--- src/rtl/filter_select_fade_pkg.sv ---
// ============================================================================
// Module   : filter_select_fade_pkg
// Purpose  : Shared constants for the frame-synchronous filter selector:
//            filter bank indices, FSM state encodings and a width helper.
// Ports    : none (package)
// Revision : 1.0 - initial release
// ============================================================================
`default_nettype none

package filter_select_fade_pkg;

  // Filter bank slot assignments as wired by the filter bank.
  localparam logic [2:0] c_FILT_SEPIA     = 3'd0;
  localparam logic [2:0] c_FILT_INVERT    = 3'd1;
  localparam logic [2:0] c_FILT_EDGE      = 3'd2;
  localparam logic [2:0] c_FILT_CARTOON   = 3'd3;
  localparam logic [2:0] c_FILT_GRAYSCALE = 3'd4;

  // Selector FSM encoding.
  typedef logic [1:0] state_t;
  localparam state_t c_ST_IDLE  = 2'd0;
  localparam state_t c_ST_ARMED = 2'd1;
  localparam state_t c_ST_FADE  = 2'd2;

  // Alpha register width; an instant-switch build still needs one bit.
  function automatic int alpha_width(input int fade_log2);
    return (fade_log2 == 0) ? 1 : fade_log2;
  endfunction

endpackage

`default_nettype wire

--- src/rtl/filter_select_fade_if.sv ---
// ============================================================================
// Module   : filter_select_fade_if
// Purpose  : Bundles the selector's video/request inputs and status outputs.
// Ports    : i_filters_en, i_frame_start, i_sel_valid, i_sel_idx, i_rgb_in,
//            i_rgb_bank (inputs to the selector); o_rgb_out, o_filter,
//            o_busy, o_sel_err (outputs of the selector).
//            master = driver side, slave = selector side.
// Revision : 1.0 - initial release
// ============================================================================
`default_nettype none

interface filter_select_fade_if #(
  parameter int PIX_W    = 8,
  parameter int NUM_FILT = 5,
  parameter int SEL_W    = 3
);

  logic                        i_filters_en;
  logic                        i_frame_start;
  logic                        i_sel_valid;
  logic [SEL_W-1:0]            i_sel_idx;
  logic [3*PIX_W-1:0]          i_rgb_in;
  logic [NUM_FILT*3*PIX_W-1:0] i_rgb_bank;
  logic [3*PIX_W-1:0]          o_rgb_out;
  logic [SEL_W-1:0]            o_filter;
  logic                        o_busy;
  logic                        o_sel_err;

  modport master (
    output i_filters_en, i_frame_start, i_sel_valid, i_sel_idx, i_rgb_in, i_rgb_bank,
    input  o_rgb_out, o_filter, o_busy, o_sel_err
  );

  modport slave (
    input  i_filters_en, i_frame_start, i_sel_valid, i_sel_idx, i_rgb_in, i_rgb_bank,
    output o_rgb_out, o_filter, o_busy, o_sel_err
  );

endinterface

`default_nettype wire

--- src/rtl/filter_select_fade_pix_blend.sv ---
// ============================================================================
// Module   : filter_select_fade_pix_blend
// Purpose  : One colour channel of the crossfade:
//            o_pix = (old*(S-alpha) + new*alpha) >> FADE_LOG2, S = 2^FADE_LOG2
// Ports    : i_old   old-filter channel value
//            i_new   new-filter channel value
//            i_alpha fade position, 0..S-1 (0 = pure old)
//            o_pix   blended channel value (combinational)
// Revision : 1.0 - initial release
// ============================================================================
`default_nettype none

module filter_select_fade_pix_blend
  import filter_select_fade_pkg::*;
#(
  parameter int PIX_W     = 8,
  parameter int FADE_LOG2 = 2
) (
  input  wire logic [PIX_W-1:0]                      i_old,
  input  wire logic [PIX_W-1:0]                      i_new,
  input  wire logic [alpha_width(FADE_LOG2)-1:0]     i_alpha,
  output logic      [PIX_W-1:0]                      o_pix
);

  // The weights sum to S, so the sum never exceeds (2^PIX_W-1)*S; one spare
  // bit above PIX_W+FADE_LOG2 keeps the S-alpha term itself representable.
  localparam int                c_PROD_W = PIX_W + FADE_LOG2 + 1;
  localparam logic [c_PROD_W-1:0] c_SCALE = c_PROD_W'(1) << FADE_LOG2;

  logic [c_PROD_W-1:0] w_alpha;
  logic [c_PROD_W-1:0] w_sum;

  always_comb begin
    w_alpha = c_PROD_W'(i_alpha);
    w_sum   = c_PROD_W'(i_old) * (c_SCALE - w_alpha) + c_PROD_W'(i_new) * w_alpha;
    o_pix   = PIX_W'(w_sum >> FADE_LOG2);
  end

endmodule

`default_nettype wire

--- src/rtl/filter_select_fade.sv ---
// ============================================================================
// Module   : filter_select_fade
// Purpose  : Selects one of NUM_FILT filter outputs for the display path.
//            Requests are held until a frame boundary so a frame is never
//            torn; optionally crossfades old->new over 2^FADE_LOG2 frames.
//            Pixel path is a fixed 2-cycle pipeline for every mode.
// Ports    : clk    pixel clock
//            rst_n  asynchronous reset, active low
//            bus    filter_select_fade_if.slave:
//                     i_filters_en  1 = filtered, 0 = bypass i_rgb_in
//                     i_frame_start one-cycle frame boundary pulse
//                     i_sel_valid / i_sel_idx  filter request strobe/index
//                     i_rgb_in, i_rgb_bank     raw pixel, filter outputs
//                     o_rgb_out  selected/blended pixel (registered)
//                     o_filter   committed filter index
//                     o_busy     request pending or fade running
//                     o_sel_err  one-cycle pulse on out-of-range request
// Revision : 1.0 - initial release
// ============================================================================
`default_nettype none

module filter_select_fade
  import filter_select_fade_pkg::*;
#(
  parameter int PIX_W      = 8,
  parameter int NUM_FILT   = 5,
  parameter int SEL_W      = 3,
  parameter int RESET_FILT = 4,
  parameter int FADE_LOG2  = 2
) (
  input  wire logic clk,
  input  wire logic rst_n,
  filter_select_fade_if.slave bus
);

  localparam int                   c_PIX3       = 3 * PIX_W;
  localparam int                   c_ALPHA_W    = alpha_width(FADE_LOG2);
  localparam logic [c_ALPHA_W-1:0] c_ALPHA_LAST = c_ALPHA_W'((2 ** FADE_LOG2) - 1);
  localparam logic [SEL_W-1:0]     c_RESET_IDX  = SEL_W'(RESET_FILT);

  // --------------------------------------------------------------------------
  // Selector state
  // --------------------------------------------------------------------------
  state_t                r_state;
  logic [SEL_W-1:0]      r_cur;     // committed (old) filter
  logic [SEL_W-1:0]      r_nxt;     // fade target
  logic [SEL_W-1:0]      r_pend;    // latest accepted request
  logic [c_ALPHA_W-1:0]  r_alpha;
  logic                  r_queued;  // request arrived while fading
  logic                  r_busy;
  logic                  r_sel_err;

  state_t                w_state_nxt;
  logic [SEL_W-1:0]      w_cur_nxt;
  logic [SEL_W-1:0]      w_nxt_nxt;
  logic [SEL_W-1:0]      w_pend_nxt;
  logic [c_ALPHA_W-1:0]  w_alpha_nxt;
  logic                  w_queued_nxt;
  logic                  w_busy_d;
  logic                  w_sel_err_d;

  logic                  w_legal;
  logic                  w_req;
  logic [SEL_W-1:0]      w_target;

  assign w_legal = (int'(bus.i_sel_idx) < NUM_FILT);
  assign w_req   = bus.i_sel_valid & w_legal;
  // A request arriving on the boundary cycle takes priority over the held one.
  assign w_target = w_req ? bus.i_sel_idx : r_pend;

  // State register
  always_ff @(posedge clk or negedge rst_n) begin
    if (!rst_n) begin
      r_state   <= c_ST_IDLE;
      r_cur     <= c_RESET_IDX;
      r_nxt     <= c_RESET_IDX;
      r_pend    <= c_RESET_IDX;
      r_alpha   <= '0;
      r_queued  <= 1'b0;
      r_busy    <= 1'b0;
      r_sel_err <= 1'b0;
    end else begin
      r_state   <= w_state_nxt;
      r_cur     <= w_cur_nxt;
      r_nxt     <= w_nxt_nxt;
      r_pend    <= w_pend_nxt;
      r_alpha   <= w_alpha_nxt;
      r_queued  <= w_queued_nxt;
      r_busy    <= w_busy_d;
      r_sel_err <= w_sel_err_d;
    end
  end

  // Next-state logic
  always_comb begin
    w_state_nxt  = r_state;
    w_cur_nxt    = r_cur;
    w_nxt_nxt    = r_nxt;
    w_pend_nxt   = r_pend;
    w_alpha_nxt  = r_alpha;
    w_queued_nxt = r_queued;

    case (r_state)
      c_ST_IDLE: begin
        if (w_req && (bus.i_sel_idx != r_cur)) begin
          w_pend_nxt  = bus.i_sel_idx;
          w_state_nxt = c_ST_ARMED;
        end
      end

      c_ST_ARMED: begin
        if (w_req && (bus.i_sel_idx == r_cur)) begin
          // Asking for the filter already on screen withdraws the request.
          w_pend_nxt  = r_cur;
          w_state_nxt = c_ST_IDLE;
        end else if (bus.i_frame_start) begin
          w_pend_nxt = w_target;
          w_nxt_nxt  = w_target;
          if (FADE_LOG2 == 0) begin
            w_cur_nxt   = w_target;
            w_state_nxt = c_ST_IDLE;
          end else begin
            w_alpha_nxt  = c_ALPHA_W'(1);
            w_queued_nxt = 1'b0;
            w_state_nxt  = c_ST_FADE;
          end
        end else if (w_req) begin
          w_pend_nxt = bus.i_sel_idx;
        end
      end

      c_ST_FADE: begin
        // A fade always runs to completion; requests only queue up behind it.
        if (w_req) begin
          w_pend_nxt   = bus.i_sel_idx;
          w_queued_nxt = 1'b1;
        end
        if (bus.i_frame_start) begin
          if (r_alpha != c_ALPHA_LAST) begin
            w_alpha_nxt = r_alpha + c_ALPHA_W'(1);
          end else begin
            w_cur_nxt    = r_nxt;
            w_alpha_nxt  = '0;
            w_queued_nxt = 1'b0;
            if ((r_queued || w_req) && (w_target != r_nxt)) begin
              w_state_nxt = c_ST_ARMED;
            end else begin
              w_state_nxt = c_ST_IDLE;
            end
          end
        end
      end

      default: begin
        w_state_nxt = c_ST_IDLE;
      end
    endcase
  end

  // Output logic (registered alongside the state)
  always_comb begin
    w_busy_d    = (w_state_nxt != c_ST_IDLE);
    w_sel_err_d = bus.i_sel_valid & ~w_legal;
  end

  assign bus.o_filter  = r_cur;
  assign bus.o_busy    = r_busy;
  assign bus.o_sel_err = r_sel_err;

  // --------------------------------------------------------------------------
  // Bank slicing
  // --------------------------------------------------------------------------
  logic [c_PIX3-1:0] w_bank [NUM_FILT];

  for (genvar k = 0; k < NUM_FILT; k++) begin : g_bank
    assign w_bank[k] = bus.i_rgb_bank[k*c_PIX3 +: c_PIX3];
  end

  // --------------------------------------------------------------------------
  // Two-stage pixel pipeline
  // --------------------------------------------------------------------------
  logic [c_PIX3-1:0]    r_old_s1;
  logic [c_PIX3-1:0]    r_new_s1;
  logic [c_PIX3-1:0]    r_rgb_s1;
  logic [c_ALPHA_W-1:0] r_alpha_s1;
  logic [c_PIX3-1:0]    r_rgb_out;
  logic [c_PIX3-1:0]    w_blend;

  for (genvar c = 0; c < 3; c++) begin : g_chan
    filter_select_fade_pix_blend #(
      .PIX_W     (PIX_W),
      .FADE_LOG2 (FADE_LOG2)
    ) u_blend (
      .i_old   (r_old_s1[c*PIX_W +: PIX_W]),
      .i_new   (r_new_s1[c*PIX_W +: PIX_W]),
      .i_alpha (r_alpha_s1),
      .o_pix   (w_blend[c*PIX_W +: PIX_W])
    );
  end

  always_ff @(posedge clk or negedge rst_n) begin
    if (!rst_n) begin
      r_old_s1   <= '0;
      r_new_s1   <= '0;
      r_rgb_s1   <= '0;
      r_alpha_s1 <= '0;
      r_rgb_out  <= '0;
    end else begin
      r_old_s1   <= w_bank[r_cur];
      r_new_s1   <= w_bank[r_nxt];
      r_rgb_s1   <= bus.i_rgb_in;
      // alpha travels with the pixels so the blend weight matches its data.
      r_alpha_s1 <= r_alpha;
      r_rgb_out  <= bus.i_filters_en ? w_blend : r_rgb_s1;
    end
  end

  assign bus.o_rgb_out = r_rgb_out;

endmodule

`default_nettype wire

--- src/flat_wrapper.sv ---
// flat-port wrapper written by rule: the top's interface ports become plain ports
module filter_select_fade_flat import filter_select_fade_pkg::*;
#(
  parameter int PIX_W      = 8,
  parameter int NUM_FILT   = 5,
  parameter int SEL_W      = 3,
  parameter int RESET_FILT = 4,
  parameter int FADE_LOG2  = 2
)
  (clk, rst_n, bus_i_filters_en, bus_i_frame_start, bus_i_sel_valid, bus_i_sel_idx, bus_i_rgb_in, bus_i_rgb_bank, bus_o_rgb_out, bus_o_filter, bus_o_busy, bus_o_sel_err);
  filter_select_fade_if #(.PIX_W(PIX_W), .NUM_FILT(NUM_FILT), .SEL_W(SEL_W)) bus_i ();
  input  wire logic clk;
  input  wire logic rst_n;
  input wire logic [$bits(bus_i.i_filters_en)-1:0] bus_i_filters_en;
  input wire logic [$bits(bus_i.i_frame_start)-1:0] bus_i_frame_start;
  input wire logic [$bits(bus_i.i_sel_valid)-1:0] bus_i_sel_valid;
  input wire logic [$bits(bus_i.i_sel_idx)-1:0] bus_i_sel_idx;
  input wire logic [$bits(bus_i.i_rgb_in)-1:0] bus_i_rgb_in;
  input wire logic [$bits(bus_i.i_rgb_bank)-1:0] bus_i_rgb_bank;
  output wire logic [$bits(bus_i.o_rgb_out)-1:0] bus_o_rgb_out;
  output wire logic [$bits(bus_i.o_filter)-1:0] bus_o_filter;
  output wire logic [$bits(bus_i.o_busy)-1:0] bus_o_busy;
  output wire logic [$bits(bus_i.o_sel_err)-1:0] bus_o_sel_err;
  assign bus_i.i_filters_en = bus_i_filters_en;
  assign bus_i.i_frame_start = bus_i_frame_start;
  assign bus_i.i_sel_valid = bus_i_sel_valid;
  assign bus_i.i_sel_idx = bus_i_sel_idx;
  assign bus_i.i_rgb_in = bus_i_rgb_in;
  assign bus_i.i_rgb_bank = bus_i_rgb_bank;
  assign bus_o_rgb_out = bus_i.o_rgb_out;
  assign bus_o_filter = bus_i.o_filter;
  assign bus_o_busy = bus_i.o_busy;
  assign bus_o_sel_err = bus_i.o_sel_err;
  filter_select_fade #(.PIX_W(PIX_W), .NUM_FILT(NUM_FILT), .SEL_W(SEL_W), .RESET_FILT(RESET_FILT), .FADE_LOG2(FADE_LOG2)) u_core (.clk(clk), .rst_n(rst_n), .bus(bus_i));
endmodule
--- config.mk ---
export PLATFORM = sky130hd
export DESIGN_NAME = filter_select_fade_flat
export DESIGN_NICKNAME = d
export VERILOG_FILES = /design/src/rtl/filter_select_fade_pkg.sv /design/src/rtl/filter_select_fade_if.sv /design/src/rtl/filter_select_fade_pix_blend.sv /design/src/rtl/filter_select_fade.sv /design/src/flat_wrapper.sv
export SDC_FILE = /design/constraint.sdc
export NUM_CORES = 1
export LEC_CHECK = 0
export ABC_AREA = 1
export ABC_CLOCK_PERIOD_IN_PS = 8650
export BUFFER_PORTS_ARGS = -buffer_cell sky130_fd_sc_hd__buf_2
export CAP_MARGIN = 20
export CELL_PAD_IN_SITES_DETAIL_PLACEMENT = 1
export CELL_PAD_IN_SITES_GLOBAL_PLACEMENT = 1
export CORE_AREA = 2 2 153 155
export DETAILED_ROUTE_END_ITERATION = 6
export DIE_AREA = 0 0 155 157
export PLACE_DENSITY = 0.87
export SYNTH_ARGS = -nofsm -noshare
export SYNTH_HDL_FRONTEND = slang
export SYNTH_SLANG_ARGS = --single-unit
--- constraint.sdc ---
create_clock -name clk -period 8.65 [get_ports clk]
set_clock_uncertainty 0.2 [all_clocks]
set_input_delay 0.4325 -clock clk [delete_from_list [all_inputs] [get_ports clk]]
set_output_delay 0.4325 -clock clk [all_outputs]
set_load 0.01 [all_outputs]
# Word-level counts from Yosys, hierarchy flattened

Cells that the tools add are included.

Register bits: 114
Input port bits: 152
Output and inout bits: 29

Add/sub/neg operators: 5
$mul: 6
Magnitude comparators: 3
Equality and inequality tests: 10
Muxes and demuxes: 29
Bitwise gates (word level): 7
Reduce and logical (&&, ||, !) cells: 13

Operators with widths:

| operator                                                          | number |
|---|---|
| 24-bit binary-select mux with 3-bit select                        | 2 |
| 24-bit 2-to-1 mux                                                 | 5 |
| 8-bit by 11-bit multiplier with 10-bit output                     | 3 |
| 10-bit adder                                                      | 3 |
| 8-bit by 2-bit multiplier with 10-bit output                      | 3 |
| 2-bit 2-to-1 mux                                                  | 9 |
| 3-bit 2-to-1 mux                                                  | 3 |
| 3-bit case mux with 3 select lines                                | 1 |
| 3-bit AND reduction                                               | 3 |
| 4-bit greater-or-equal comparator, second input constant          | 2 |
| 2-bit inequality test, second input constant                      | 4 |
| 3-bit inverter with 4-bit output                                  | 2 |
| 1-bit 2-to-1 mux                                                  | 6 |
| 3-bit inequality test                                             | 2 |
| 2-bit case mux with 3 select lines                                | 1 |
| 2-bit case mux with 2 select lines                                | 1 |
| 4-bit AND reduction                                               | 1 |
| 2-bit nonzero test                                                | 2 |
| 3-bit by 2-bit subtractor with 4-bit output, first input constant | 1 |
| 3-bit == test                                                     | 1 |
| 1-bit logical AND                                                 | 3 |
| 3-bit < comparator, second input constant                         | 1 |
| 1-bit inverter                                                    | 3 |
| 3-bit nonzero test                                                | 1 |
| other kinds (9)                                                   | 10 |

# Longest topological paths before layout

Gate-level depths: netlist of run 1.

Depth in word-level cells: 10
Depth in mapped cells: 23
Depth with buffers taken out: 20

# Modules after synthesis

Synthesis of run 1 repeated with hierarchy kept, for this count alone.

Cells, all modules: 1363
Area, all modules: 9879.5 um2

By module, submodules not included:

| module                                                      | instances | cells each | area an instance (um2) | seq. area each (um2) |
|---|---|---|---|---|
| filter_select_fade                                          | 1         | 690        | 5700.5                 | 2856.5 |
| filter_select_fade_pix_blend (u_core.g_chan[1].u_blend ...) | 2         | 224        | 1390.1                 | 0.0 |
| filter_select_fade_pix_blend (u_core.g_chan[0].u_blend)     | 1         | 225        | 1398.8                 | 0.0 |

# Worst setup path before layout of run 1

No wires, ideal clock.

Path kind: reg2reg
Start: reg u_core.r_alpha_s1[1]
End: reg u_core.r_rgb_out[23] (netlist: u_core.bus.o_rgb_out[23])
Setup time: 118 ps
Data arrival time: 4696 ps
Required time: 8332 ps
Slack: 3636 ps
Cell stages (with the launch flop): 20
Cell sequence: dfrtp_1 clkbuf_1 clkbuf_1 inv_1 ha_1 clkbuf_1 nand2_1 inv_1 fa_1 fa_1 fa_1 fa_1 ha_1 ha_1 a21oi_1 or2_2 nand3_1 nand3_1 nand3_1 nand2_1

Cells in the longest elaborated chain, start to end: 4
Elaborated cells on any way between the ends: 5
Classes of those cells: add/sub: 2; mul: 2; mux: 1

RTL lines:

| what                                          | RTL line                           | RTL |
|---|---|---|
| start: declaration                            | filter_select_fade.sv:185          | `logic [c_ALPHA_W-1:0] r_alpha_s1;` |
| start signal: assignment                      | filter_select_fade.sv:213          | `r_alpha_s1 <= r_alpha;` |
| 3-bit by 2-bit subtractor with 4-bit output   | filter_select_fade_pix_blend.sv:35 | `w_sum = c_PROD_W'(i_old) * (c_SCALE - w_alpha) + c_PROD_W'(i_new) * w_alpha;` |
| 8-bit by 11-bit multiplier with 10-bit output | filter_select_fade_pix_blend.sv:35 |  |
| 10-bit adder *                                | filter_select_fade_pix_blend.sv:35 |  |
| 24-bit 2-to-1 mux *                           | filter_select_fade.sv:214          | `r_rgb_out <= bus.i_filters_en ? w_blend : r_rgb_s1;` |
| end signal: assignment                        | filter_select_fade.sv:214          |  |
| end: declaration                              | filter_select_fade.sv:186          | `logic [c_PIX3-1:0] r_rgb_out;` |

Every way passes the cells marked *; elsewhere a longest branch is shown, timed or not.
A chain may end at the register's enable or synchronous reset.

# Worst setup path after layout of run 1

Same ends and word-level chain as after synthesis.

==> results.md, run 1 <==
- Synth Cell Area: 9990 um2
- Critical Path AT: 5.53 ns
- Post-Syn Area per Cell: 7.54 um2
- Maximum clock insertion buffer count: 2
- Mapped Cells: 1,325
- Largest net degree at the start of global routing: 78
- FF+latch count, synth: 114
- Postcts setup bufs: 0
- Root buffer cell: clkbuf_16
- Total CTS buffers: 17
- Share of post-route cells with drive strength above 1: 16.4%
- Via density: 5.31
- Worst-skew pair later-pin latency: 0.43 ns
- First-pass GRT wire length: 52.6 mm
- Max Cap Viol: 0
- Max Clk Rate: 185 MHz
- Routed Antenna Nets: 0
- Unrepaired setup endpoints after global routing: no
- H-tree depth: 4
- DRC viols: 0
- Distinct cells, synth: 37
- Placer Congestion: 0.863
- # rows: 55
- Post-synth EDFFs: 0
- Async SR Flop Fraction: 100%
- Layout Nets: 1,824
- Post_cts resized: 0
- Worst Path Class, Setup: reg -> reg
- Die X: 155 um
- Critical Path RT: 8.76 ns
- Detailed Routing Iterations Pass 1: 4
- Final setup TNS: 0 ns
- Normalized max-slew margin: 27.5%
- Yosys warnings: 0
- Tmin final: 5.42 ns
- Initial antenna violation count: 2
- Most used DFF post-synth: dfrtp_1
- I/O pins: 181
- Filler Cells Inserted: 2,859
- Crit-path max FO: 25
- Antenna cells: 0
- CTS tree: done
- Vias in the first global route: 10,300
- Synth-to-layout area growth: 19.4%
- CTS clk-pin slew, worst paths: 0.06 ns
- Worst-Margin Slew: 1.08 ns
- Grt ovf: 0
- Core ar.: 22,500 um2
- Slew Limit Fails: 0
- Final period utilization: 62.6%
- Net count after synthesis: 1,648
- Setup violations, final: 0
- Die ar.: 24,300 um2
- GRT Util Overall: 27.3%
- Crit end category: register
- Die Y: 157 um
- Starting Density: 44.4%
- DRT iter0 DRCs: 474
- Drt wl/cell: 17.9 um
- Critical Path Start Type: register
- Sequential-to-total area share from yosys stat: 28.6%
- Via count: 9,560
- HP Class: in -> reg
- Status: completed
- Routed wire length: 32.2 mm
- Final hold violation count: 0
- Clock tree sinks: 114
- Number of buffer cells added on primary ports: 180
- Post-DP HPWL: 24.2 mm
[layer usage]
layer / part of all wire, % / vias up / track usage, %
met1: 44 / 4663 / 35.1
met4: 1.7 / 4 / 7.89
met2: 49 / 292 / 47.4
met3: 5.2 / 49 / 4.57
met5: 0.084 / - / 0
li1: - / 4552 / -
[critical path: stages, from the launching register on]
cell     delay (ns)
dfrtp_1        0.32
buf_4          0.26
inv_1          0.08
ha_1           0.84
nand2_1        0.12
inv_1          0.11
fa_1           0.47
fa_1           0.57
fa_1           0.43
fa_1           0.46
ha_1           0.31
ha_1           0.42
a21oi_1        0.10
or2_2          0.29
nand3_1        0.11
nand3_1        0.07
nand3_1        0.08
nand2_1        0.05
[state kept, by name (all words and copies together) (netlist names)]
register	flops
u_core.r_alpha_s1	2
u_core.bus.o_sel_err	1
u_core.r_state	2
u_core.r_alpha	2
u_core.r_pend	3
u_core.r_old_s1	24
u_core.r_rgb_s1	24
u_core.bus.o_rgb_out	24
u_core.bus.o_filter	3
u_core.r_nxt	3
u_core.bus.o_busy	1
u_core.r_new_s1	24
u_core.r_queued	1
[cell type report]
| type | count | area (um2) | share of cell area [%] |
|---|---|---|---|
| clock buffer | 18 | 439 | 3.68 |
| clock inverter | 14 | 156 | 1.31 |
| inverter | 232 | 871 | 7.30 |
| multi-input combinational | 923 | 6030 | 50.6 |
| sequential | 114 | 2860 | 24.0 |
| tap | 285 | 357 | 2.99 |
| timing repair buffer | 213 | 1210 | 10.2 |
[cells by family after synthesis]
kind of cell	count (synthesis)	share of synthesized area, %
buffers and inverters	288	11.0
xor gates and xnor gates	21	1.84
AOI/OAI and AO/OA	219	11.5
and+or+nand+nor	512	21.6
DFF	114	28.6
adders and majority gates	171	25.5
[synth_stat cells (11+ instances only)]
cell type | number | share of area (%)
inv_1 | 224 | 8.4
o21ai_1 | 13 | 0.65
ha_1 | 117 | 15
buf_2 | 13 | 0.65
nand3_1 | 126 | 6.3
fa_1 | 54 | 11
clkbuf_1 | 40 | 1.5
xnor2_1 | 11 | 0.96
nand2_1 | 341 | 13
o21ai_0 | 114 | 5.7
a21oi_1 | 70 | 3.5
dfrtp_1 | 111 | 28
nor2_1 | 22 | 0.83
[placed cells by master, fill, tap and decap left out, types with 3 or more instances in the layout]
cell type and n:
nand2_1 341, o21ai_0 114, a21o_1 3, o211ai_1 3
dlygate4sd3_1 25, xnor2_1 11, ha_1 117, xor2_1 10
a21oi_1 70, nor2_1 22, nand4_1 4, clkinv_4 4
dfstp_2 3, dfrtp_1 109, clkbuf_16 17, o21ai_1 13
clkinvlp_4 4, a31oi_1 10, buf_4 9, fa_1 54
nand3_1 126, inv_6 3, buf_2 179, inv_1 224
inv_2 6, nand2_2 5, and2_1 3, nor2_2 3
[through the flow]
stage	hold slack [ns]	cells	util, %	setup slack, ns	instance area [um2]
5_1_grt	0.108	1799	53.0	2.92	11900
3_5_place_dp	0.201	1742	49.3	3.27	11100
2_1_floorplan	-0.0631	1325	-	3.64	9990
4_1_cts	0.0745	1799	53.0	3.24	11900
6_report	0.0861	1799	53.0	3.23	11900
3_3_place_gp	0.195	1742	49.3	3.52	11100
[final timing paths]
path | from | endpoint | slack [ns] | cells after the start
worst max-delay path | u_core.r_alpha_s1[1] | u_core.bus.o_rgb_out[23] | 3.23 | 17
worst min-delay path | bus_i_rgb_bank[114] | u_core.r_new_s1[18] | 0.09 | 3
worst max register to register | u_core.r_alpha_s1[1] | u_core.bus.o_rgb_out[23] | 3.23 | 17
worst min register to register | u_core.r_alpha[1] | u_core.r_alpha_s1[1] | 0.21 | 0
max in group asynchronous | rst_n | u_core.r_rgb_s1[1] | 6.58 | 3
min in group asynchronous | rst_n | u_core.r_old_s1[5] | 0.39 | 2
[what timing repair did]
action	in CTS	in global routing
endpoints found under the hold margin	74	0
setup endpoints to repair	0	0
hold buffers	25	0
Power of run 1 is not shown: default switching activity piles up to over one toggle a cycle in this logic, so the estimate is an artifact.
==> inputs of run 2 (changes only) <==
--- a/config.mk
+++ b/config.mk
@@ -6,15 +6,15 @@
 export NUM_CORES = 1
 export LEC_CHECK = 0
 export ABC_AREA = 1
-export ABC_CLOCK_PERIOD_IN_PS = 8650
+export ABC_CLOCK_PERIOD_IN_PS = 4800
 export BUFFER_PORTS_ARGS = -buffer_cell sky130_fd_sc_hd__buf_2
 export CAP_MARGIN = 20
 export CELL_PAD_IN_SITES_DETAIL_PLACEMENT = 1
 export CELL_PAD_IN_SITES_GLOBAL_PLACEMENT = 1
-export CORE_AREA = 2 2 153 155
+export CORE_AREA = 2 2 166 168
 export DETAILED_ROUTE_END_ITERATION = 6
-export DIE_AREA = 0 0 155 157
-export PLACE_DENSITY = 0.87
+export DIE_AREA = 0 0 168 170
+export PLACE_DENSITY = 0.78
 export SYNTH_ARGS = -nofsm -noshare
 export SYNTH_HDL_FRONTEND = slang
 export SYNTH_SLANG_ARGS = --single-unit
==> constraint.sdc (replaced) <==
create_clock -name clk -period 4.8 [get_ports clk]
set_clock_uncertainty 0.2 [all_clocks]
set_input_delay 0.24 -clock clk [delete_from_list [all_inputs] [get_ports clk]]
set_output_delay 0.24 -clock clk [all_outputs]
set_load 0.01 [all_outputs]
==> run 2 against run 1 <==
Register-to-register slack worse by 3.0 ns. Worst hold slack worse by 0.069 ns. Die area up 17%. Via count down 1.2%. First-iteration DRC count up 6.1%. Count of clock-buffer cells in the layout down 1. Fmax up 20%. Cell count up 5.6%. Core utilization down 6.3 points.
==> results.md, run 2 (synthesis gave the netlist of run 1 again) <==
- Critical Path AT: 4.63 ns (was 5.53 ns)
- Cell seen most often among critical-path stages: fa_1 (unchanged)
- CP peak stage delay: 0.57 ns (was 0.84 ns)
- Critical Path Start Type: register (unchanged)
- Share of post-route cells with drive strength above 1: 16.5% (was 16.4%)
- Final period utilization: 94.1% (was 62.6%)
- Worst-skew pair later-pin latency: 0.43 ns (about the same)
- Grt ovf: 0 (unchanged)
- Crit-path max FO: 10 (was 25)
- Most frequent cells in the layout: nand2_1 (341), inv_1 (224), buf_2 (179) (unchanged)
- FF-to-FF Start: u_core.r_alpha_s1[0] (was u_core.r_alpha_s1[1])
- Layout Nets: 1,869 (was 1,824)
- Vias in the first global route: 10,300 (about the same)
- Hold_sp: bus_i_rgb_bank[11] (was bus_i_rgb_bank[114])
- Largest net degree at the start of global routing: 77 (was 78)
- Die X: 168 um (was 155 um)
- Post-DP HPWL: 23.0 mm (was 24.2 mm)
- Antenna cells: 0 (unchanged)
- Routed Antenna Nets: 0 (unchanged)
- Crit path max-delay family: adder cells (unchanged)
- CTS tree: done (unchanged)
- Synth-to-layout area growth: 24.7% (was 19.4%)
- Most common cell after layout, fill and taps aside: nand2_1 (unchanged)
- Routed wire length: 31.1 mm (was 32.2 mm)
- Root buffer cell: clkbuf_16 (unchanged)
- Setup violations, final: 0 (unchanged)
- Starting Density: 37.5% (was 44.4%)
- GRT Util Overall: 22.7% (was 27.3%)
- Via density: 4.97 (was 5.31)
- Number of buffer cells added on primary ports: 180 (unchanged)
- # rows: 60 (was 55)
- Worst Path Class, Setup: reg -> reg (unchanged)
- Slew Limit Fails: 0 (unchanged)
- Clock tree sinks: 114 (unchanged)
- Worst path slowest cell: fa_1 (was ha_1)
- Crit end category: register (unchanged)
- Normalized max-slew margin: 26.2% (was 27.5%)
- Tmin final: 4.52 ns (was 5.42 ns)
- CP bufs+invs: 2 (was 3)
- Worst-Margin Slew: 1.10 ns (was 1.08 ns)
- Initial antenna violation count: 2 (unchanged)
- H-tree depth: 4 (unchanged)
- First-pass GRT wire length: 51.6 mm (was 52.6 mm)
- Status: completed (unchanged)
- Maximum clock insertion buffer count: 2 (unchanged)
- Placer Congestion: 0.838 (was 0.863)
- Hold depth: 5 (was 3)
- HP Class: in -> reg (unchanged)
- DRT iter0 DRCs: 503 (was 474)
- Reg2reg end: u_core.bus.o_rgb_out[23] (unchanged)
- Worst hold slack: 0.0174 ns (was 0.0861 ns)
- Critical Path RT: 4.91 ns (was 8.76 ns)
- FF-to-FF path depth: 16 (was 17)
- CTS clk-pin slew, worst paths: 0.06 ns (about the same)
- Die ar.: 28,600 um2 (was 24,300 um2)
- Max Cap Viol: 0 (unchanged)
- Fin util: 46.8% (was 53.0%)
- Final hold violation count: 0 (unchanged)
- Max Clk Rate: 221 MHz (was 185 MHz)
- Postcts setup bufs: 0 (unchanged)
- Die Y: 170 um (was 157 um)
- Core ar.: 26,700 um2 (was 22,500 um2)
- Unrepaired setup endpoints after global routing: no (unchanged)
- Final setup TNS: 0 ns (unchanged)
- Drt wl/cell: 16.4 um (was 17.9 um)
- Total CTS buffers: 17 (unchanged)
- Reg-to-reg setup timing slack: 0.28 ns (was 3.23 ns)
- DRC viols: 0 (unchanged)
- I/O pins: 181 (unchanged)
- Detailed Routing Iterations Pass 1: 5 (was 4)
- CP Cell Sequence: inv_1 -> ha_4 -> nand2_1 -> inv_1 -> fa_1 -> fa_1 -> fa_1 -> fa_1 -> ha_1 -> ha_1 -> nand2_1 -> or2_2 -> nand3_1 -> nand3_1 -> nand3_1 -> nand2_1 (was buf_4 -> inv_1 -> ha_1 -> nand2_1 -> inv_1 -> fa_1 -> fa_1 -> fa_1 -> fa_1 -> ha_1 -> ha_1 -> a21oi_1 -> or2_2 -> nand3_1 -> nand3_1 -> nand3_1 -> nand2_1)
- Via count: 9,450 (was 9,560)
- Hold Path End: u_core.r_new_s1[11] (was u_core.r_new_s1[18])
==> run 2: cell count changes in the layout (fill, tap and decap cells not counted), moves of 2 or more <==
| cell | change |
|---|---|
| buf_4 | +4 |
| ha_1 | -3 |
| clkinvlp_4 | -2 |
| dlygate4sd3_1 | +40 |
| clkinv_4 | -3 |
| inv_6 | +5 |
| ha_2 | +2 |
==> run 2: worst register-to-register path: stages, from the launching register on <==
cell     delay [ns]
dfrtp_1        0.36
inv_1          0.08
ha_4           0.34
nand2_1        0.08
inv_1          0.07
fa_1           0.44
fa_1           0.57
fa_1           0.44
fa_1           0.39
ha_1           0.33
ha_1           0.39
nand2_1        0.10
or2_2          0.30
nand3_1        0.10
nand3_1        0.07
nand3_1        0.08
nand2_1        0.05
==> run 2: how the worst max path moves through the flow <==
stage                              start                       end  slack [ns]  depth (start not counted)
floorplan           u_core.r_alpha_s1[0]  u_core.bus.o_rgb_out[23]       -0.06                         19
detailed placement  u_core.r_alpha_s1[1]  u_core.bus.o_rgb_out[23]        0.05                         16
CTS                 u_core.r_alpha_s1[0]  u_core.bus.o_rgb_out[23]        0.03                         16
global placement    u_core.r_alpha_s1[0]  u_core.bus.o_rgb_out[23]        0.25                         16
finish              u_core.r_alpha_s1[0]  u_core.bus.o_rgb_out[23]        0.28                         16
global route        u_core.r_alpha_s1[0]  u_core.bus.o_rgb_out[13]        0.04                         20
==> run 2: cell type report <==
type                       instances  area (um2)
sequential                       114        2860
multi-input combinational        923        6060
clock buffer                      17         425
tap                              341         427
timing repair buffer             258        1660
inverter                         232         871
clock inverter                    15         170
fill                            3318       14200
==> run 2: per-layer routing <==
| layer | global-route usage [%] | vias up | share of wire (%) |
|---|---|---|---|
| met2 | 37.6 | 251 | 46 |
| met5 | 0 | - | 0.068 |
| met1 | 30.6 | 4513 | 47 |
| met4 | 5.78 | 4 | 1.4 |
| li1 | - | 4646 | - |
| met3 | 4.44 | 36 | 5.0 |
==> run 2: what timing repair did <==
| action | in CTS | in global routing |
|---|---|---|
| hold buffers | 65 | 0 |
| endpoints found under the hold margin | 102 | 0 |
| resized for setup | 0 | 6 |
| setup endpoints to repair | 0 | 11 |
==> run 2: through the flow <==
step / instances / setup WS (ns) / area, um2
after detailed placement: 1804 / 0.0458 / 11200
after floorplan: 1325 / -0.0577 / 10000
final: 1900 / 0.283 / 12500
after CTS: 1901 / 0.0309 / 12400
after global placement: 1804 / 0.247 / 11200
after global routing: 1900 / 0.0388 / 12500
Power of run 2 is left out for the same reason.
==> inputs of run 3 (changes only) <==
--- a/config.mk
+++ b/config.mk
@@ -5,15 +5,14 @@
 export SDC_FILE = /design/constraint.sdc
 export NUM_CORES = 1
 export LEC_CHECK = 0
-export ABC_AREA = 1
 export ABC_CLOCK_PERIOD_IN_PS = 4800
 export BUFFER_PORTS_ARGS = -buffer_cell sky130_fd_sc_hd__buf_2
 export CAP_MARGIN = 20
 export CELL_PAD_IN_SITES_DETAIL_PLACEMENT = 1
 export CELL_PAD_IN_SITES_GLOBAL_PLACEMENT = 1
-export CORE_AREA = 2 2 166 168
+export CORE_AREA = 2 2 159 161
 export DETAILED_ROUTE_END_ITERATION = 6
-export DIE_AREA = 0 0 168 170
+export DIE_AREA = 0 0 161 163
 export PLACE_DENSITY = 0.78
 export SYNTH_ARGS = -nofsm -noshare
 export SYNTH_HDL_FRONTEND = slang
==> constraint.sdc (replaced) <==
create_clock -name clk -period 4.8 [get_ports clk]
set_clock_uncertainty 0.2 [all_clocks]
set_input_delay 0.24 -clock clk [delete_from_list [all_inputs] [get_ports clk]]
set_output_delay 0.24 -clock clk [all_outputs]
set_load 0.005 [all_outputs]
==> run 3 against run 2 <==
Cell count shrank 20%. Via count shrank 18%. Worst hold slack gained 0.016 ns. Core utilization grew 3.3 points. Sequential cell count is the same. Global-route usage shrank 1.5 points. Wire length shrank 13%. Synthesized area shrank 3.7%. Critical path type unchanged. Design area shrank 0.80%. Register-to-register slack lost 0.09 ns. Non-clock buffer count grew 16. Fmax shrank 1.9%.
==> results.md, run 3 <==
- Routed Antenna Nets: 0 (unchanged)
- Largest net degree at the start of global routing: 53 (was 77)
- H-tree depth: 4 (unchanged)
- Status: completed (unchanged)
- Crit-path max FO: 11 (was 10)
- Final period utilization: 96.0% (was 94.1%)
- Worst path slowest cell: fa_1 (unchanged)
- Met3 WL post-DR: 1.19 mm (was 1.55 mm)
- DRT iter0 DRCs: 280 (was 503)
- Via density: 5.14 (was 4.97)
- Met1 WL: 12.3 mm (was 14.7 mm)
- Worst-Margin Slew: 1.13 ns (was 1.10 ns)
- Post-DP HPWL: 19.7 mm (was 23.0 mm)
- CP Cell Sequence: inv_1 -> ha_4 -> buf_4 -> and2_1 -> fa_1 -> fa_1 -> fa_1 -> fa_1 -> ha_1 -> ha_1 -> o21a_1 -> o211ai_1 -> xnor2_1 -> a21oi_1 (was inv_1 -> ha_4 -> nand2_1 -> inv_1 -> fa_1 -> fa_1 -> fa_1 -> fa_1 -> ha_1 -> ha_1 -> nand2_1 -> or2_2 -> nand3_1 -> nand3_1 -> nand3_1 -> nand2_1)
- Die Y: 163 um (was 170 um)
- Routed wire length: 27.0 mm (was 31.1 mm)
- Drt wl/cell: 17.9 um (was 16.4 um)
- Net count after synthesis: 1,243 (was 1,648)
- DRC viols: 0 (unchanged)
- Synth Area in Compound Gates: 9.46% (was 11.5%)
- Largest area contributor in the netlist: dfrtp_1 (unchanged)
- Mux contribution to synthesized area: 13.8% (was 0%)
- DR top layer: met4 (was met5)
- Final setup TNS: 0 ns (unchanged)
- Mapped Cells: 920 (was 1,325)
- WL met2: 13.2 mm (was 14.4 mm)
- Core ar.: 24,700 um2 (was 26,700 um2)
- Distinct cells, synth: 47 (was 37)
- Worst Path Class, Setup: reg -> reg (unchanged)
- Total CTS buffers: 17 (unchanged)
- Synth Cell Area: 9620 um2 (was 9990 um2)
- Synth-to-layout area growth: 28.5% (was 24.7%)
- Async SR Flop Fraction: 100% (unchanged)
- Number of buffer cells added on primary ports: 180 (unchanged)
- Synth Area in XOR/XNOR: 3.55% (was 1.84%)
- Clock tree sinks: 114 (unchanged)
- CP peak stage delay: 0.58 ns (was 0.57 ns)
- Most common cell after layout, fill and taps aside: buf_2 (was nand2_1)
- Max Cap Viol: 0 (unchanged)
- Critical Path RT: 4.87 ns (was 4.91 ns)
- Critical Path AT: 4.67 ns (was 4.63 ns)
- Detailed Routing Iterations Pass 1: 5 (unchanged)
- Normalized max-slew margin: 24.0% (was 26.2%)
- Crit end category: register (unchanged)
- CTS tree: done (unchanged)
- Synth area leaders: dfrtp_1 (29%), ha_1 (15%), fa_1 (11%) (was dfrtp_1 (28%), ha_1 (15%), nand2_1 (13%))
- Final hold violation count: 0 (unchanged)
- Area share of the largest cell type after synthesis: 28.9% (was 27.8%)
- Top cells by count, synth: ha_1 (117), dfrtp_1 (111), and2_1 (98), inv_1 (79), nand2_1 (61) (was nand2_1 (341), inv_1 (224), nand3_1 (126), ha_1 (117), o21ai_0 (114))
- Critical Path Start Type: register (unchanged)
- Vias in the first global route: 8,728 (was 10,300)
- GRT Util Overall: 21.2% (was 22.7%)
- CP bufs+invs: 2 (unchanged)
- Layout Nets: 1,494 (was 1,869)
- Most frequent cells in the layout: buf_2 (179), ha_1 (114), dfrtp_1 (109) (was nand2_1 (341), inv_1 (224), buf_2 (179))
- CTS clk-pin slew, worst paths: 0.06 ns (about the same)
- Slew Limit Fails: 0 (unchanged)
- Grt ovf: 0 (unchanged)
- Count leader, synth: ha_1 (was nand2_1)
- I/O pins: 181 (unchanged)
- Setup violations, final: 0 (unchanged)
- Yosys warnings: 0 (unchanged)
- Most used DFF post-synth: dfrtp_1 (unchanged)
- Max Clk Rate: 217 MHz (was 221 MHz)
- Synth Area in Simple Gates: 12.1% (was 21.6%)
- First-pass GRT wire length: 44.3 mm (was 51.6 mm)
- # rows: 58 (was 60)
- Filler Cells Inserted: 2,783 (was 3,318)
- Post-synth EDFFs: 0 (unchanged)
- Synth Area in Adders: 26.4% (was 25.5%)
- HP Class: in -> reg (unchanged)
- Share of post-route cells with drive strength above 1: 24.5% (was 16.5%)
- Register Area: 2860 um2 (unchanged)
- Maximum clock insertion buffer count: 2 (unchanged)
- Area of the multi-input gates: 6350 um2 (was 6060 um2)
- Starting Density: 39.0% (was 37.5%)
- Root buffer cell: clkbuf_16 (unchanged)
- Tmin final: 4.61 ns (was 4.52 ns)
- Main combinational cell family by area after synthesis: adder cells (unchanged)
- Placer Congestion: 0.817 (was 0.838)
- Die ar.: 26,200 um2 (was 28,600 um2)
- Via count: 7,782 (was 9,450)
- Die X: 161 um (was 168 um)
- Sequential-to-total area share from yosys stat: 29.7% (was 28.6%)
- Post-Syn Area per Cell: 10.5 um2 (was 7.54 um2)
- Initial antenna violation count: 1 (was 2)
- FF+latch count, synth: 114 (unchanged)
- Crit path max-delay family: adder cells (unchanged)
- Worst-skew pair later-pin latency: 0.42 ns (was 0.43 ns)
- Cell seen most often among critical-path stages: fa_1 (unchanged)
-- run 3: path summary, 6_finish.rpt --
path / startpoint / to / slack (ns) / depth (start not counted)
max reg2reg: u_core.r_alpha_s1[0] / u_core.bus.o_rgb_out[7] / 0.19 / 14
min in group asynchronous: rst_n / u_core.bus.o_sel_err / 0.04 / 2
max: u_core.r_alpha_s1[0] / u_core.bus.o_rgb_out[7] / 0.19 / 14
min: bus_i_rgb_bank[40] / u_core.r_new_s1[16] / 0.03 / 3
min reg2reg: u_core.r_alpha[1] / u_core.r_alpha_s1[1] / 0.23 / 0
max in group asynchronous: rst_n / u_core.bus.o_filter[0] / 3.41 / 3
-- run 3: kinds of logic (layout without fill, tap and decap cells) --
family | count (synthesis) | in the layout
xor gates and xnor gates | 39 | 39
and+or+nand+nor | 224 | 224
buffers and inverters | 121 | 385
AOI/OAI and AO/OA | 153 | 153
adders and majority gates | 171 | 171
muxes | 98 | 98
other | 0 | 1
DFF | 114 | 114
-- run 3: final cells by class --
type	instances	share of cell area, %
clock buffer	20	3.61
sequential	114	23.1
clock inverter	12	1.29
inverter	79	2.40
antenna	1	0.0202
tap	330	3.34
multi-input combinational	685	51.4
timing repair buffer	274	14.8
-- run 3: stage by stage --
stage / hold slack (ns) / util [%] / instances / instance area [um2] / worst slack [ns]
2_1_floorplan: -0.256 / - / 920 / 9630 / 0.0137
3_3_place_gp: -0.0532 / 44.0 / 1399 / 10900 / 0.164
3_5_place_dp: -0.0516 / 44.0 / 1399 / 10900 / 0.0136
4_1_cts: 0.00321 / 49.8 / 1513 / 12300 / 0.0514
5_1_grt: 0.0290 / 50.1 / 1515 / 12400 / -0.0144
6_report: 0.0337 / 50.1 / 1515 / 12400 / 0.194
-- run 3: worst register-to-register path: stages, from the launching register on --
cell	delay, ns
dfrtp_1	0.39
inv_1	0.10
ha_4	0.22
buf_4	0.17
and2_1	0.18
fa_1	0.48
fa_1	0.58
fa_1	0.43
fa_1	0.38
ha_1	0.32
ha_1	0.33
o21a_1	0.18
o211ai_1	0.18
xnor2_1	0.21
a21oi_1	0.11
-- run 3: timing repair --
item,CTS,global route
hold buffers,82,0
buffers inserted,0,0
resized for setup,1,7
endpoints found under the setup margin,1,13
pin swaps,0,3
endpoints found under the hold margin,90,0
-- run 3: per-layer routing --
metal | track usage (%) | vias to the layer above
li1 | - | 3671
met1 | 27.4 | 3855
met2 | 36.0 | 223
met3 | 4.15 | 33
met4 | 6.78 | 0
met5 | 0 | -
Power of run 3 is left out for the same reason.
